**config.mk**
```make
export PLATFORM = sky130hd
export DESIGN_NAME = gcd_client
export DESIGN_NICKNAME = d
export VERILOG_FILES = /design/src/rtl/gcd_pkg.sv /design/src/rtl/gcd_rsp_fifo.sv /design/src/rtl/gcd_client.sv
export SDC_FILE = /design/constraint.sdc
export NUM_CORES = 1
export LEC_CHECK = 0
export CORE_MARGIN = 4
export CORE_UTILIZATION = 55
export DETAILED_ROUTE_END_ITERATION = 12
export GPL_ROUTABILITY_DRIVEN = 0
export GPL_TIMING_DRIVEN = 1
export MAX_ROUTING_LAYER = met4
export PLACE_DENSITY_LB_ADDON = 0.15
export SLEW_MARGIN = 15
export SYNTH_ARGS = -nofsm -noshare
export SYNTH_HDL_FRONTEND = slang
export SYNTH_HIERARCHICAL = 1
export SYNTH_SLANG_ARGS = --single-unit
```
**constraint.sdc**
```tcl
create_clock -name clk -period 4.3 [get_ports clk]
set_input_delay 0.86 -clock clk [delete_from_list [all_inputs] [get_ports clk]]
set_output_delay 0.86 -clock clk [all_outputs]
set_load 0.03 [all_outputs]
```
**src/rtl/gcd_pkg.sv**
```systemverilog
// Shared types and helpers for the GCD requester front end.
package gcd_pkg;

    localparam int OPW   = 16;
    localparam int DATAW = 2 * OPW;

    typedef enum logic [1:0] {
        IDLE  = 2'd0,
        ISSUE = 2'd1,
        WAIT  = 2'd2
    } gcd_state_t;

    // Core input word layout: operand B in the upper half, A in the lower half.
    function automatic logic [DATAW-1:0] pack(input logic [OPW-1:0] a, input logic [OPW-1:0] b);
        return {b, a};
    endfunction

endpackage

```
**src/rtl/gcd_rsp_fifo.sv**
```systemverilog
// In-order response FIFO; head data reads as zero while empty so the
// output port has a defined value out of reset.
module gcd_rsp_fifo #(
    parameter int W     = 16,
    parameter int DEPTH = 4,
    localparam int AW   = $clog2(DEPTH),
    localparam int CW   = AW + 1
) (
    input  logic          clk,
    input  logic          reset,
    input  logic          push,
    input  logic [W-1:0]  push_data,
    input  logic          pop,
    output logic [W-1:0]  pop_data,
    output logic [CW-1:0] count,
    output logic          full,
    output logic          empty
);

    logic [W-1:0]  mem [DEPTH];
    logic [AW-1:0] wr_ptr;
    logic [AW-1:0] rd_ptr;
    logic [CW-1:0] cnt;
    logic          do_push;
    logic          do_pop;

    assign empty    = (cnt == '0);
    assign full     = (cnt == CW'(DEPTH));
    assign count    = cnt;
    assign do_pop   = pop & ~empty;
    assign do_push  = push & (~full | do_pop);
    assign pop_data = empty ? '0 : mem[rd_ptr];

    always_ff @(posedge clk or negedge reset) begin
        if (!reset) begin
            wr_ptr <= '0;
            rd_ptr <= '0;
            cnt    <= '0;
        end else begin
            if (do_push) wr_ptr <= wr_ptr + 1'b1;
            if (do_pop)  rd_ptr <= rd_ptr + 1'b1;
            case ({do_push, do_pop})
                2'b10:   cnt <= cnt + 1'b1;
                2'b01:   cnt <= cnt - 1'b1;
                default: cnt <= cnt;
            endcase
        end
    end

    // Storage carries no reset; emptiness is tracked by the counters alone.
    always_ff @(posedge clk) begin
        if (do_push) mem[wr_ptr] <= push_data;
    end

endmodule

```
**src/rtl/gcd_client.sv**
```systemverilog
// Requester-side front end for the GCD core: zero-operand shortcut,
// single outstanding request, WAIT timeout and buffered responses.
module gcd_client
    import gcd_pkg::*;
#(
    parameter int RSP_DEPTH = 4,
    parameter int TIMEOUT   = 1024
) (
    input  logic                       clk,
    input  logic                       reset,
    input  logic                       req_valid,
    output logic                       req_ready,
    input  logic [OPW-1:0]             req_a,
    input  logic [OPW-1:0]             req_b,
    output logic                       gcd_in_valid,
    input  logic                       gcd_in_ready,
    output logic [DATAW-1:0]           gcd_in_data,
    input  logic                       gcd_out_valid,
    input  logic [OPW-1:0]             gcd_out_data,
    output logic                       rsp_valid,
    input  logic                       rsp_ready,
    output logic [OPW-1:0]             rsp_data,
    output logic                       timeout_err,
    output gcd_state_t                 fsm_state,
    output logic [$clog2(RSP_DEPTH):0] rsp_count
);

    localparam int TW = $clog2(TIMEOUT);

    // Handshakes: a transfer happens on a rising edge where valid and ready
    // are both high; req and rsp obey this, gcd_out_valid is a one-cycle
    // pulse that cannot be stalled and is only honoured in WAIT.

    gcd_state_t       state;
    gcd_state_t       next_state;
    logic [DATAW-1:0] op_data;
    logic [TW-1:0]    timer;
    logic             accept;
    logic             zero_op;
    logic             load_op;
    logic             timer_clr;
    logic             set_err;
    logic             push;
    logic [OPW-1:0]   push_data;
    logic             pop;
    logic             fifo_full;
    logic             fifo_empty;

    assign req_ready    = reset & (state == IDLE) & ~fifo_full;
    assign accept       = req_valid & req_ready;
    assign zero_op      = (req_a == '0) | (req_b == '0);
    assign gcd_in_valid = (state == ISSUE);
    assign gcd_in_data  = op_data;
    assign rsp_valid    = ~fifo_empty;
    assign pop          = rsp_valid & rsp_ready;
    assign fsm_state    = state;

    always_comb begin
        next_state = state;
        load_op    = 1'b0;
        timer_clr  = 1'b0;
        set_err    = 1'b0;
        push       = 1'b0;
        push_data  = gcd_out_data;
        case (state)
            IDLE: begin
                if (accept) begin
                    if (zero_op) begin
                        // The core hangs on a zero operand, so answer locally.
                        push      = 1'b1;
                        push_data = req_a | req_b;
                    end else begin
                        load_op    = 1'b1;
                        next_state = ISSUE;
                    end
                end
            end
            ISSUE: begin
                if (gcd_in_ready) begin
                    timer_clr  = 1'b1;
                    next_state = WAIT;
                end
            end
            WAIT: begin
                if (gcd_out_valid) begin
                    push       = 1'b1;
                    next_state = IDLE;
                end else if (timer == TW'(TIMEOUT - 1)) begin
                    set_err    = 1'b1;
                    next_state = IDLE;
                end
            end
            default: next_state = IDLE;
        endcase
    end

    always_ff @(posedge clk or negedge reset) begin
        if (!reset) begin
            state       <= IDLE;
            op_data     <= '0;
            timer       <= '0;
            timeout_err <= 1'b0;
        end else begin
            state <= next_state;
            if (load_op) op_data <= pack(req_a, req_b);
            if (timer_clr) timer <= '0;
            else if (state == WAIT) timer <= timer + 1'b1;
            if (set_err) timeout_err <= 1'b1;
        end
    end

    gcd_rsp_fifo #(
        .W     (OPW),
        .DEPTH (RSP_DEPTH)
    ) u_rsp_fifo (
        .clk       (clk),
        .reset     (reset),
        .push      (push),
        .push_data (push_data),
        .pop       (pop),
        .pop_data  (rsp_data),
        .count     (rsp_count),
        .full      (fifo_full),
        .empty     (fifo_empty)
    );

endmodule

```
Word-level counts from Yosys, hierarchy flattened
Memories as Yosys holds them, arrays and structs flattened. Index checks and enable logic that the tools add are counted.

Register bits: 52. RAM bits: 64. Input port bits: 54. Output and inout port bits: 57. Logic and storage cells: 68. Memories: 1.

Memories: u_rsp_fifo.mem (words 4, bits a word 16, read ports 1, clocked after Yosys merged registers in 0, write ports 1, RTL line gcd_rsp_fifo.sv:20) `logic [W-1:0] mem [DEPTH];`.

Add/subtract/negate cells: 5. Equal/unequal tests: 10. Muxes and demuxes: 27. Bitwise logic cells: 11. Reductions and logical operators: 7.

Operator list (number): $mux 16 (4); $logic_not 16->1 (2); $mux 10 (2); $or 16x16->16 (1); $mux 1 (13); $add 10x1->10 const B (1); $eq 10x10->1 const B (1); $mux 2 (5); $and 1x1->1 (6); $pmux 2 s3 (1); $pmux 3 s2 (1); $add 2x1->2 const B (2); $eq 2x1->1 const B (2); $eq 2x2->1 const B (2); $ne 2x2->1 const B (2); $reduce_and 4->1 (1); $reduce_bool 2->1 (2); $add 3x1->3 const B (1); $eq 3x3->1 const B (1); $logic_not 3->1 (1); $ne 3x3->1 const B (1); $sub 3x1->3 const B (1); $logic_not 2->1 (1); $ne 2x1->1 const B (1); 3 further kinds (5).

Longest topological paths before layout
Depth in word-level cells: 9. Gate-level depth with buffers: 13. Gate-level depth less buffers: 12.

Hierarchy
Netlist, hierarchy kept.

By module, submodules not included: gcd_rsp_fifo (instances 1, cells an instance 156, area each 2946.6 µm²); gcd_client (instances 1, cells an instance 198, area each 2247.2 µm²).

Worst setup path before layout
Ideal clock, no wire load.

Path kind: register to register. Start: reg u_rsp_fifo.cnt[2], in the netlist u_rsp_fifo/count[2]. End: reg u_rsp_fifo.cnt[1], in the netlist u_rsp_fifo/count[1]. Library setup time: 0.087 ns. Data arrival time: 3.123 ns. Setup slack: 1.090 ns. Cell stages (with the launch flop): 14. Path buffers: 1. Cell sequence: dfrtp_1 or3b_1 inv_1 nor4b_4 nand2_1 a21o_2 a21oi_1 buf_2 nor2b_1 nand2_1 fa_1 o21ba_2 o211ai_1 a22oi_1.

Word-level cells in the longest chain between the ends: 9.

RTL lines: start, declared (RTL line gcd_rsp_fifo.sv:23) `logic [CW-1:0] cnt;`; start signal, assigned (RTL line gcd_rsp_fifo.sv:43) `2'b10: cnt <= cnt + 1'b1;`; start signal, assigned (RTL line gcd_rsp_fifo.sv:44) `2'b01: cnt <= cnt - 1'b1;`; start signal, assigned (RTL line gcd_rsp_fifo.sv:45) `default: cnt <= cnt;`; $eq 3x3->1 * (RTL line gcd_rsp_fifo.sv:28) `assign full = (cnt == CW'(DEPTH));`; via fifo_full (RTL line gcd_client.sv:46) `logic fifo_full;`; $not 1->1 * (RTL line gcd_client.sv:49) `assign req_ready = reset & (state == IDLE) & ~fifo_full;`; $and 1x1->1 * (RTL line gcd_client.sv:49); via req_ready (RTL line gcd_client.sv:12) `output logic req_ready,`; $and 1x1->1 * (RTL line gcd_client.sv:50) `assign accept = req_valid & req_ready;`; $mux 1 * (RTL line gcd_client.sv:67) `if (accept) begin`; $pmux 1 s2 * (RTL line gcd_client.sv:65) `case (state)`; via push (RTL line gcd_client.sv:43) `logic push;`; $and 1x1->1 * (RTL line gcd_rsp_fifo.sv:31) `assign do_push = push & (~full | do_pop);`; $eq 2x1->1 or $eq 2x2->1 (tied branches) (RTL line gcd_rsp_fifo.sv:42) `case ({do_push, do_pop})`; $pmux 3 s2 or $reduce_bool 2->1 (tied branches).

Mark *: on every way through the listed nets, which the timed path passes. The rest lies on a longest branch. A chain may end at the register's enable or synchronous reset.

Worst setup path in the final report
Start: reg u_rsp_fifo.rd_ptr[0]. End: out rsp_data[6].

Word-level cells in the longest chain between the ends: 2.

RTL lines: start, declared (RTL line gcd_rsp_fifo.sv:22) `logic [AW-1:0] rd_ptr;`; start signal, assigned (RTL line gcd_rsp_fifo.sv:41) `if (do_pop) rd_ptr <= rd_ptr + 1'b1;`; $mem_v2 4x16; $mux 16 (RTL line gcd_rsp_fifo.sv:32) `assign pop_data = empty ? '0 : mem[rd_ptr];`; end, declared (RTL line gcd_client.sv:22) `output logic [OPW-1:0] rsp_data,`.

Every way passes these cells.

==> reports/qor.yml <==
synthesis.area_mm2: 0.005194
path_cells: "buf_4 -> mux4_2 -> and2_1 -> clkdlybuf4s50_1"
portBuffers: 110
synth_edf_count: 64
antennaDiodeCount: 0
finalClockSkew_ns: 0.005424
place_inst: 567
cp-end-kind: "output pin"
clockRootBuffer: "clkbuf_8"
die_h_um: 105.2
cts-buffers-inserted: 17
peakVddDrop_mv: 0.5071
start_util: 0.5648
layout_min_cycle_time_ns: 3.656
hold_buffers: 0
cts_htree_levels: 4
p_leak_nw: 2.665
antenna_found_initial: 0
drv_slew: 0
area_delta_synth_final_pct: 33.51
wl_per_cell_um: 19.46
crit_path_start_kind: "register"
cpMaxStageDelayCell: "dfrtp_1"
multi_input_area_mm2: 0.001763
max_freq_mhz: 273.6
timing.final.crit_share: 0.8501
ys_seq_area_frac: 0.6206
grt_max_degree: 53
worst_pin_slew_ns: 0.7771
grt_overflow_total: 0
powerDensity_mw_per_mm2: 735.6
ys_seq_elements: 116
comb_power_share: 0.413
status: "complete, no violations"
fin_setup_tns_ns: 0
switching_power_mw: 1.816
drc: 0
n_fill_cell: 540
rsz0062_at_grt: "no"
switching_share: 0.3560
ys_types: 47
clkTransAtPathRegs_ns: 0.06
coreArea_mm2: 0.009196
relSlewSlack: 0.4819
critPathKind: "register to output pin"
async_flop_share: 0.4483
setup_ws_ns: 0.6444
hp-start: "timer[6]$_DFFE_PN0P_"
clock_latency_ns: 0.50
dieWidth_um: 105.2
drt-initial-drc-count: 152
ys_warn_count: 6
route.antenna.remaining_nets: 0
cp_num_buf_inv: 2
vias: 3376
grt_use_total: 0.2347
syn_avg_cell_area_um2: 14.67
slowest_delay_ns: 0.63
critical_path.top_delay_family: "buffers and inverters"
fin_cells: 599
min-delay-path-class: "register to register"
maxCapViolCount: 0
ys.flop_type: "edfxtp_1"
drive_gt1_frac: 0.1926
final_cell_mix: "109 x clkdlybuf4s50_1, 64 x edfxtp_1, 52 x dfrtp_1"
cts_setup_buffers: 0
cp_max_fo: 11
clock-sinks: 116
p_int_mw: 3.285
netlist_instances: 354
wl_um: 11660
yosys-top-cells-area: "edfxtp_1 37%, dfrtp_1 25%, mux2_2 6.9%"
r2r-start: "u_rsp_fifo/count[2]$_DFFE_PN0P_"
total_power_mw: 5.101
cp-startpoint: "u_rsp_fifo/rd_ptr[0]$_DFFE_PN0N_"
grt_pass1_wl_um: 19060
ios: 111
cts_tree: "done"
final_nets: 535
hpwlAfterDp_um: 8049
p_seq_frac: 0.322
fp-row-count: 35
synth_area_leader_cell: "edfxtp_1"
drt_first_pass_iters: 4
clock_path_buffers: 2
final_common_cell: "clkdlybuf4s50_1"
required_ns: 3.44
hold_viol_final: 0
worstPathArrival_ns: 2.80
clockPowerShare: 0.265
place_worst_setup_slack_ns: 0.4106
setup_viol: 0
seq_area_mm2: 0.003223
via_per_inst: 5.636
die_area_mm2: 0.01106
cts_resized: 0
syn-num-nets: 414
synth_top_area_share: 0.3700
grt_pass1_vias: 3640
[path summary, 6_finish.rpt]
| kind | depth (start not counted) | end | slack, ns |
|---|---|---|---|
| max | 4 | rsp_data[6] | 0.64 |
| min | 1 | timer[6]$_DFFE_PN0P_ | 0.47 |
| max reg2reg | 12 | u_rsp_fifo/count[1]$_DFFE_PN0P_ | 1.26 |
| min reg2reg | 1 | timer[6]$_DFFE_PN0P_ | 0.47 |
| max in group asynchronous | 2 | gcd_in_data[11]$_DFFE_PN0P_ | 3.35 |
| min in group asynchronous | 2 | u_rsp_fifo/count[1]$_DFFE_PN0P_ | 0.50 |
[layer usage]
layer,vias up,GRT usage,routed length (µm)
met4,0,0.09091,250
met3,16,0.07165,824
met1,1677,0.3115,5050
met2,136,0.3423,5531
li1,1547,-,-
met5,-,-,0
[cells by family after synthesis]
kind of cell             Yosys count  synth area share
AND/OR/NAND/NOR                   91           0.09685
AO/OA/AOI/OAI                     29           0.03999
buffers and inverters             39           0.03999
flip-flops                       116            0.6206
XOR/XNOR                           5          0.008433
adder cells (fa/ha/maj)            6           0.01590
multiplexers                      68            0.1783
[sequential cells by signal, indices dropped and copies added, names as in the netlist]
register,flops
timeout_err,1
u_rsp_fifo/mem,64
u_rsp_fifo/wr_ptr,2
fsm_state,2
u_rsp_fifo/rd_ptr,2
timer,10
u_rsp_fifo/count,3
gcd_in_data,32
[power groups by stage]
stage | Combinational, mW | Clock [mW] | Sequential [mW]
3_3_place_gp | 2.09 | 0 | 1.64
4_1_cts | 2.13 | 1.38 | 1.64
3_5_place_dp | 2.11 | 0 | 1.65
6_report | 2.11 | 1.35 | 1.64
2_1_floorplan | 1.03 | 0 | 1.92
5_1_grt | 2.24 | 1.44 | 1.68
[Yosys cell counts, types with 2 or more instances]
cell type,count
a21oi_1,7
and2_1,16
and2_2,4
and3_1,3
buf_2,3
buf_6,5
clkbuf_1,3
dfrtp_1,52
edfxtp_1,64
ha_1,5
inv_1,26
mux2_2,32
mux2i_1,19
mux4_2,16
nand2_1,13
nand2b_1,2
nand3_1,8
nand4_1,3
nor2_1,24
nor2b_1,4
nor4_1,8
o211ai_1,2
o21ai_0,8
xnor2_1,3
xor2_1,2
[final cells by class]
cell class,instances,area share
Sequential cell,116,0.4648
Multi-Input combinational cell,199,0.2542
Timing Repair Buffer,115,0.1635
Clock buffer,17,0.05973
Clock inverter,15,0.02364
Tap cell,111,0.02003
Inverter,26,0.01407
[per-stage QoR]
step,util,hold slack [ns],instance area (µm²)
2_1_floorplan,-,0.4372,5194
3_3_place_gp,0.6912,0.4448,6356
3_5_place_dp,0.6912,0.4652,6356
4_1_cts,0.7540,0.4728,6934
5_1_grt,0.7540,0.4971,6934
6_report,0.7540,0.4659,6934
[worst reg2reg max path, cell delays in order, from the launching register on]
cell      delay [ns]
dfrtp_1         0.46
or3b_1          0.25
inv_1           0.09
nor4b_4         0.38
nand2_1         0.17
a21o_2          0.22
a21oi_1         0.21
nor2b_1         0.12
nand2_1         0.10
fa_1            0.43
o21ba_2         0.24
o211ai_1        0.08
a22oi_1         0.21
(Power assumes the default switching activity.)
